**config.mk**
```make
export PLATFORM = sky130hd
export DESIGN_NAME = bcd_time_entry_flat
export DESIGN_NICKNAME = d
export VERILOG_FILES = /design/src/rtl/bcd_time_entry_pkg.sv /design/src/rtl/bcd_time_entry_if.sv /design/src/rtl/bcd_time_entry_sub3.sv /design/src/rtl/bcd_time_entry.sv /design/src/flat_wrapper.sv
export SDC_FILE = /design/constraint.sdc
export NUM_CORES = 1
export LEC_CHECK = 0
export CORE_AREA = 5 5 103 76
export DETAILED_ROUTE_END_ITERATION = 6
export DIE_AREA = 0 0 108 81
export PLACE_DENSITY_LB_ADDON = 0.05
export SYNTH_ARGS = -nofsm -noshare
export SYNTH_HDL_FRONTEND = slang
export SYNTH_SLANG_ARGS = --single-unit
```
**constraint.sdc**
```tcl
create_clock -name CLOCK_50 -period 2.1 [get_ports CLOCK_50]
set_input_delay 0.42 -clock CLOCK_50 [delete_from_list [all_inputs] [get_ports CLOCK_50]]
set_output_delay 0.42 -clock CLOCK_50 [all_outputs]
set_load 0.02 [all_outputs]
```
**src/rtl/bcd_time_entry_pkg.sv**
```systemverilog
// Shared constants and state type for the decimal time-entry block.
// Optional TIME_ENTRY_AUTOCLEAR_EN is consumed by bcd_time_entry.
package time_entry_pkg;
  localparam int NUM_DIGITS = 3;
  localparam int BIN_BITS   = 10;
  localparam int ITER_LAST  = 9;
  localparam int BCD_BITS   = 4 * NUM_DIGITS;
  localparam int SR_BITS    = BCD_BITS + BIN_BITS;

  localparam logic [3:0] BCD_ADJ_THRESH = 4'd8;
  localparam logic [3:0] BCD_ADJ        = 4'd3;

  typedef enum logic [1:0] {
    IDLE,
    CONV,
    DONE
  } state_t;
endpackage

```
**src/rtl/bcd_time_entry_if.sv**
```systemverilog
// Entry/result bundle between the keypad front end and the timer.
// master drives keypad strobes, slave is the converter.
interface bcd_time_entry_if #(
  parameter int WIDTH = 8
);
  logic [3:0]       digit_in;
  logic             digit_valid;
  logic             clear;
  logic             commit;
  logic [11:0]      entry_digits;
  logic             busy;
  logic [WIDTH-1:0] time_value;
  logic             value_valid;
  logic             overflow;

  modport master (
    output digit_in, digit_valid, clear, commit,
    input  entry_digits, busy, time_value,
    input  value_valid, overflow
  );

  modport slave (
    input  digit_in, digit_valid, clear, commit,
    output entry_digits, busy, time_value,
    output value_valid, overflow
  );
endinterface

```
**src/rtl/bcd_time_entry_sub3.sv**
```systemverilog
// Reverse double-dabble nibble correction: subtract 3 when >= 8.
// Purely combinational.
module sub3
  import time_entry_pkg::*;
(
  input  logic [3:0] nib,
  output logic [3:0] adj
);
  assign adj = (nib >= BCD_ADJ_THRESH) ? nib - BCD_ADJ : nib;
endmodule

```
**src/rtl/bcd_time_entry.sv**
```systemverilog
// Decimal keypad entry with sequential BCD-to-binary conversion.
// Define TIME_ENTRY_AUTOCLEAR_EN to zero the entry on completion.
module bcd_time_entry
  import time_entry_pkg::*;
#(
  parameter int WIDTH     = 8,
  parameter int MAX_VALUE = 255
) (
  input logic              CLOCK_50,
  input logic              reset_n,
  bcd_time_entry_if.slave  bus
);
  if (MAX_VALUE > (2 ** WIDTH) - 1) begin : g_bad_max
    $error("MAX_VALUE does not fit in WIDTH bits");
  end

  state_t               state, state_nxt;
  logic [SR_BITS-1:0]   shreg, shifted, adj;
  logic [3:0]           iter;
  logic [BCD_BITS-1:0]  entry;
  logic [WIDTH-1:0]     value;
  logic                 vld, ovf, sat;
  logic [BIN_BITS-1:0]  bin;

  assign shifted = {1'b0, shreg[SR_BITS-1:1]};
  assign adj[BIN_BITS-1:0] = shifted[BIN_BITS-1:0];

  for (genvar g = 0; g < NUM_DIGITS; g++) begin : g_adj
    sub3 u_sub3 (
      .nib (shifted[BIN_BITS+4*g +: 4]),
      .adj (adj[BIN_BITS+4*g +: 4])
    );
  end

  assign bin = shreg[BIN_BITS-1:0];
  assign sat = {{(32-BIN_BITS){1'b0}}, bin} > 32'(MAX_VALUE);

  always_ff @(posedge CLOCK_50 or negedge reset_n) begin
    if (!reset_n) state <= IDLE;
    else          state <= state_nxt;
  end

  always_comb begin
    state_nxt = state;
    unique case (state)
      IDLE: if (!bus.clear && bus.commit) state_nxt = CONV;
      CONV: if (iter == ITER_LAST[3:0])   state_nxt = DONE;
      DONE: state_nxt = IDLE;
      default: state_nxt = IDLE;
    endcase
  end

  always_ff @(posedge CLOCK_50 or negedge reset_n) begin
    if (!reset_n) begin
      shreg <= '0;
      iter  <= '0;
      entry <= '0;
      value <= '0;
      vld   <= 1'b0;
      ovf   <= 1'b0;
    end else begin
      vld <= 1'b0;
      unique case (state)
        IDLE: begin
          if (bus.clear) begin
            entry <= '0;
          end else if (bus.commit) begin
            shreg <= {entry, {BIN_BITS{1'b0}}};
            iter  <= '0;
          end else if (bus.digit_valid && bus.digit_in <= 4'd9) begin
            entry <= {entry[BCD_BITS-5:0], bus.digit_in};
          end
        end
        CONV: begin
          shreg <= adj;
          iter  <= iter + 4'd1;
        end
        DONE: begin
          value <= sat ? WIDTH'(MAX_VALUE) : WIDTH'(bin);
          ovf   <= sat;
          vld   <= 1'b1;
`ifdef TIME_ENTRY_AUTOCLEAR_EN
          entry <= '0;
`endif
        end
        default: ;
      endcase
    end
  end

  assign bus.entry_digits = entry;
  assign bus.busy         = (state != IDLE);
  assign bus.time_value   = value;
  assign bus.value_valid  = vld;
  assign bus.overflow     = ovf;
endmodule
```
**src/flat_wrapper.sv**
```systemverilog
// flat-port wrapper written by rule: the top's interface ports become plain ports
module bcd_time_entry_flat import time_entry_pkg::*;
#(
  parameter int WIDTH     = 8,
  parameter int MAX_VALUE = 255
)
  (CLOCK_50, reset_n, bus_digit_in, bus_digit_valid, bus_clear, bus_commit, bus_entry_digits, bus_busy, bus_time_value, bus_value_valid, bus_overflow);
  bcd_time_entry_if #(.WIDTH(WIDTH)) bus_i ();
  input logic CLOCK_50;
  input logic reset_n;
  input wire logic [$bits(bus_i.digit_in)-1:0] bus_digit_in;
  input wire logic [$bits(bus_i.digit_valid)-1:0] bus_digit_valid;
  input wire logic [$bits(bus_i.clear)-1:0] bus_clear;
  input wire logic [$bits(bus_i.commit)-1:0] bus_commit;
  output wire logic [$bits(bus_i.entry_digits)-1:0] bus_entry_digits;
  output wire logic [$bits(bus_i.busy)-1:0] bus_busy;
  output wire logic [$bits(bus_i.time_value)-1:0] bus_time_value;
  output wire logic [$bits(bus_i.value_valid)-1:0] bus_value_valid;
  output wire logic [$bits(bus_i.overflow)-1:0] bus_overflow;
  assign bus_i.digit_in = bus_digit_in;
  assign bus_i.digit_valid = bus_digit_valid;
  assign bus_i.clear = bus_clear;
  assign bus_i.commit = bus_commit;
  assign bus_entry_digits = bus_i.entry_digits;
  assign bus_busy = bus_i.busy;
  assign bus_time_value = bus_i.time_value;
  assign bus_value_valid = bus_i.value_valid;
  assign bus_overflow = bus_i.overflow;
  bcd_time_entry #(.WIDTH(WIDTH), .MAX_VALUE(MAX_VALUE)) u_core (.CLOCK_50(CLOCK_50), .reset_n(reset_n), .bus(bus_i));
endmodule
```
* Yosys cells after proc, flatten, opt, wreduce, memory -nomap -nowiden *
Cells that the tools add are included.

cells by class
  reduce and logical (&&, ||, !) cells = 10
  muxes and demuxes = 17
  multiply operators = 0
  equal/unequal tests = 8
  bitwise logic cells = 0
  shift operators = 0
  div/mod/pow operators = 0
  order comparisons = 5
  add/subtract/negate cells = 4

operators with widths
  kind                   number
  $mux W22               2
  $pmux W22 S2           1
  $mux W12               3
  $mux W4                5
  $gt A10 B8 Y1 const B  1
  $ge A4 B4 Y1 const B   2
  $mux W8                1
  $pmux W4 S2            1
  $sub A4 B2 Y4 const B  2
  $ne A2 B2 Y1 const B   3
  $reduce_and A3 Y1      2
  $reduce_bool A2 Y1     3
  $add A4 B1 Y4 const B  1
  $eq A4 B4 Y1 const B   1
  $ge A3 B4 Y1 const B   1
  $le A4 B4 Y1 const B   1
  $mux W2                2
  $ne A2 B1 Y1 const B   2
  $pmux W2 S2            1
  $sub A3 B2 Y4 const B  1
  $eq A2 B1 Y1 const B   1
  $eq A2 B2 Y1 const B   1
  $logic_and A1 B1 Y1    2
  $logic_not A2 Y1       1
  other kinds (3)        3

storage, ports and cells
  register bits = 50
  ROM bits = 0
  latch bits = 0
  memories kept = 0
  bits in writable memories = 0
  output and inout port bits = 23

* Longest topological paths before layout *
  word-level depth = 5
  mapped depth = 5
  mapped depth without buffers = 5

* By module *
A second synthesis with hierarchy kept.

unflattened totals
  cells, all modules = 214
  area, all modules = 2446.1 µm²

modules (own cells, without submodules)
  module          sequential area each (µm²)  cells each  area each (µm²)  times used
  bcd_time_entry  1251.2                      181         2217.1           1
  sub3            0.0                         11          76.3             3

* Worst setup path after synthesis *
Ideal clock, no wire load.

  path kind = input port to flip-flop
  start = in bus_digit_in[1]
  end = reg u_core.entry[0] (netlist: u_core.bus.entry_digits[0])
  slack = 0.457 ns
  cell stages on the path = 3
  path buffers = 0
  required time = 1.975 ns
  library setup time = 0.125 ns
  data arrival time = 1.518 ns
  cell sequence = or2_0 > a221oi_4 > mux2_2

on the way
  word-level cells in the longest chain between the ends = 4

ends and longest elaborated chain
  item                          RTL line              text
  from (decl)                   flat_wrapper.sv:11    input wire logic [$bits(bus_i.digit_in)-1:0] bus_digit_in;
  $le A4 B4 Y1                  bcd_time_entry.sv:70  end else if (bus.digit_valid && bus.digit_in <= 4'd9) begin
  $logic_and A1 B1 Y1           bcd_time_entry.sv:70
  $reduce_bool A2 Y1 (no line)  --
  $reduce_and A3 Y1 (no line)   --
  to (signal assigned)          bcd_time_entry.sv:71  entry <= {entry[BCD_BITS-5:0], bus.digit_in};
  to (decl)                     bcd_time_entry.sv:20  logic [BCD_BITS-1:0] entry;

No other way between the ends.
A chain may end at the register's enable or synchronous reset.

* Worst setup path in the final report *
  start = in bus_clear
  end = reg u_core.entry[9] (netlist: u_core.bus.entry_digits[9])

on the way
  word-level cells in the longest chain between the ends = 2
  elaborated cells on any way between the ends = 4
  classes of those cells = 1 x eq/ne; 1 x mux; 2 x reduce/logical

ends and longest elaborated chain
  item                                                                 RTL line            text
  from (decl)                                                          flat_wrapper.sv:13  input wire logic [$bits(bus_i.clear)-1:0] bus_clear;
  $ne A2 B2 Y1 (no line) / $reduce_bool A2 Y1 (equally long branches)  --
  $reduce_and A3 Y1 (no line)                                          --

Several ways; a longest one is shown, not always the timed one.

==> flow_metrics.py <==
metrics = {
    "setup_path": {
        "crit_start": "bus_clear",
        "r2r_setup_slack_ns": 0.47,
        "worstPathMaxFanout": 9,
        "crit_buf_inv": 2,
        "worst-path-stages": 5,
        "crit_path_end_kind": "flip-flop",
        "crit_chain": "clkdlybuf4s50_1 -> and2b_1 -> a221oi_4 -> buf_12 -> mux2_2",
        "rr_endpoint": "u_core.bus.entry_digits[9]",
        "path_class": "input pin to flip-flop",
        "crit_slowest_cell": "clkdlybuf4s50_1",
        "cp-start-kind": "input pin",
        "required_ns": 2.29,
        "cpPeakStageDelay_ns": 0.50,
        "rr_startpoint": "u_core.state[1]",
        "reg2regPathDepth": 5,
        "critPathCapture": "u_core.bus.entry_digits[9]",
        "arrival_ns": 1.98,
        "cp_top_family": "buffers and inverters",
    },
    "clock_network": {
        "clockBufferDepth": 2,
        "htreeDepth": 2,
        "numClockSinks": 50,
        "clock_latency_ns": 0.30,
        "hold_buffers": 0,
        "cts_made_buffers": 5,
        "root_buffer": "clkbuf_8",
        "cts_tree": "built",
        "path_clk_slew_ns": 0.10,
    },
    "final_layout": {
        "fillers": 628,
        "final-seq-area_sq_mm": 0.00125,
        "layout.cells.non_filler": 327,
        "fin_util_pct": 44.1,
        "drive_gt1_share_pct": 18.9,
        "num-nets-final": 247,
        "final_cell_mix": "dfrtp_1 (50), clkdlybuf4s50_1 (29), nor2b_1 (15), mux2_2 (15), buf_4 (14)",
        "synthToLayoutAreaGrowth_pct": 27.2,
        "design_area_sq_mm": 0.00293,
        "antenna_cells": 0,
        "mostFrequentLayoutCell": "dfrtp_1",
        "multi_input_area_sq_um": 975,
    },
    "route": {
        "ant_nets": 0,
        "vias_per_cell": 4.91,
        "vias": 1606,
        "drcViolationCount": 0,
        "drt_first_pass_iters": 4,
        "wl_mm": 5.20,
        "drt_iter0_drc": 45,
        "routedWlPerCell_um": 15.9,
    },
    "power_and_ir_drop": {
        "p_sw_share_pct": 36.5,
        "clockPowerShare_pct": 16.7,
        "ir_worst_vdd_uv": 574,
        "power_mw": 4.13,
        "power_leakage_nw": 1.29,
        "power_density_mw_per_mm2": 1410,
        "p_int_mw": 2.62,
        "seqPwrFrac_pct": 40.0,
        "pwr-share-comb_pct": 43.3,
        "p_sw_mw": 1.51,
    },
    "timing": {
        "rsz0062_at_grt": "false",
        "fin_crit_sh_pct": 85.3,
        "worst_slew_pin_slew_ns": 0.635,
        "whs_ns": 0.214,
        "max_slew_margin_pct": 57.6,
        "hold_viol_final": 0,
        "clock_skew_ns": 0.00728,
        "max_freq_mhz": 558,
        "setup_viol": 0,
        "period_needed_ns": 1.79,
        "finalMaxSlewViolations": 0,
    },
    "placement": {
        "port-buffer-count": 31,
        "place_congestion": 0.830,
        "place_hpwl_mm": 3.80,
        "post_dp_cell_area_sq_mm": 0.00281,
        "placedCellCount": 319,
    },
    "flow_run": {
        "drv_cap": 0,
    },
    "global_route": {
        "overflow": 0,
        "grt_pass1_wl_mm": 8.82,
        "antenna_found_initial": 0,
        "grt_max_degree": 51,
        "grt_use_total_pct": 12.9,
        "first_global_vias": 1705,
    },
    "yosys": {
        "syn_avg_cell_area_sq_um": 12.2,
        "synth_flop_cell": "dfrtp_1",
        "syn_area_sq_mm": 0.00230,
        "syn_nets": 203,
        "synthArstFlopShare_pct": 100,
        "syn_inst": 188,
        "synth_cell_types": 38,
        "synth_edf_count": 0,
        "ys_warn_count": 0,
        "ys_ff_latch": 50,
        "seq_area_frac_synth_pct": 54.4,
    },
    "floorplan": {
        "chipHeight_um": 81,
        "die_x_um": 108,
        "io_pins": 32,
        "start_util_pct": 34.7,
        "core_area_sq_mm": 0.00663,
        "rows": 25,
        "dieArea_sq_mm": 0.00875,
    },
    "run_status": {
        "status": "complete, no violations",
    },
    "hold_path": {
        "hp-class": "input pin to async pin",
    },
}
## Yosys cell counts, types with 2 or more instances
library cell,instances,share of area [%]
dfrtp_1,50,54
mux2_2,15,7.3
nor2b_1,15,4.1
a22o_1,12,4.6
inv_1,10,1.6
o22a_1,8,3.0
nand2b_1,7,1.9
o21ai_0,7,1.5
ha_1,6,3.3
clkbuf_1,5,0.82
nand2_1,5,0.82
xnor2_1,5,1.9
nor2_1,4,0.65
a221o_1,3,1.3
buf_2,3,0.65
nor3_1,3,0.65
a21o_1,2,0.65
a21o_2,2,0.76
a21oi_1,2,0.44
a222oi_1,2,0.87
a32oi_1,2,0.76
mux2i_1,2,0.87
o31a_1,2,0.76
o32a_1,2,0.87
## power by group through the flow
stage                     Sequential [mW]  Clock, mW  Combinational [mW]
after floorplan                      1.81          0               0.890
after detailed placement             1.68          0                1.81
final                                1.65      0.691                1.79
after CTS                            1.66      0.715                1.82
after global placement               1.66          0                1.78
after global routing                 1.71      0.765                1.94
## sequential cells by signal, summed over array words and instances (netlist names)
| signal | flops |
|---|---|
| u_core.state | 2 |
| u_core.iter | 4 |
| u_core.bus.entry_digits | 12 |
| u_core.bus.value_valid | 1 |
| u_core.bus.overflow | 1 |
| u_core.shreg | 22 |
| u_core.bus.time_value | 8 |
## area by class of cell
type | instances | area share (%)
well taps | 94 | 4.02
clock buffers | 5 | 2.35
flip-flops and latches | 50 | 42.8
inverters | 10 | 1.28
repair buffers | 46 | 14.8
multi-input cells | 119 | 33.3
clock inverters | 3 | 1.50
## cells by family (layout without fill, tap and decap cells)
| family | Yosys count | in the layout | synth area share (%) |
|---|---|---|---|
| simple gates | 40 | 40 | 10.2 |
| fa+ha+maj | 6 | 6 | 3.26 |
| xor+xnor | 5 | 5 | 1.90 |
| compound gates | 51 | 51 | 18.8 |
| flops | 50 | 50 | 54.4 |
| buf+inv | 19 | 64 | 3.26 |
| mux | 17 | 17 | 8.21 |
## layer usage
metal  part of all wire (%)  wire length, um  track usage, %
met5                      0                0               0
met1                     51             2670            18.9
met2                     43             2260            19.0
met4                   0.77               40            3.40
met3                    4.4              227            3.42
## how the worst min path moves through the flow
stage,startpoint,slack [ns],endpoint,cells after the start
final,reset_n,0.21,u_core.bus.entry_digits[7],2
after global placement,u_core.bus.overflow,0.48,u_core.bus.overflow,1
after CTS,reset_n,0.24,u_core.bus.entry_digits[8],2
after global routing,reset_n,0.27,u_core.bus.entry_digits[8],2
after floorplan,reset_n,0.12,u_core.bus.entry_digits[0],0
after detailed placement,u_core.bus.overflow,0.48,u_core.bus.overflow,1
## per-stage QoR
step | TNS [ns] | setup slack, ns
floorplan | 0 | 0.457
global placement | 0 | 0.0259
detailed placement | -0.00800 | -0.00642
CTS | 0 | 0.0306
global route | 0 | 0.263
finish | 0 | 0.309
## what timing repair did
action	in CTS	in global routing
gates resized for setup	0	1
setup endpoints to repair	0	1
setup buffers	0	0
Note: power is estimated with default switching activity, not from simulation.
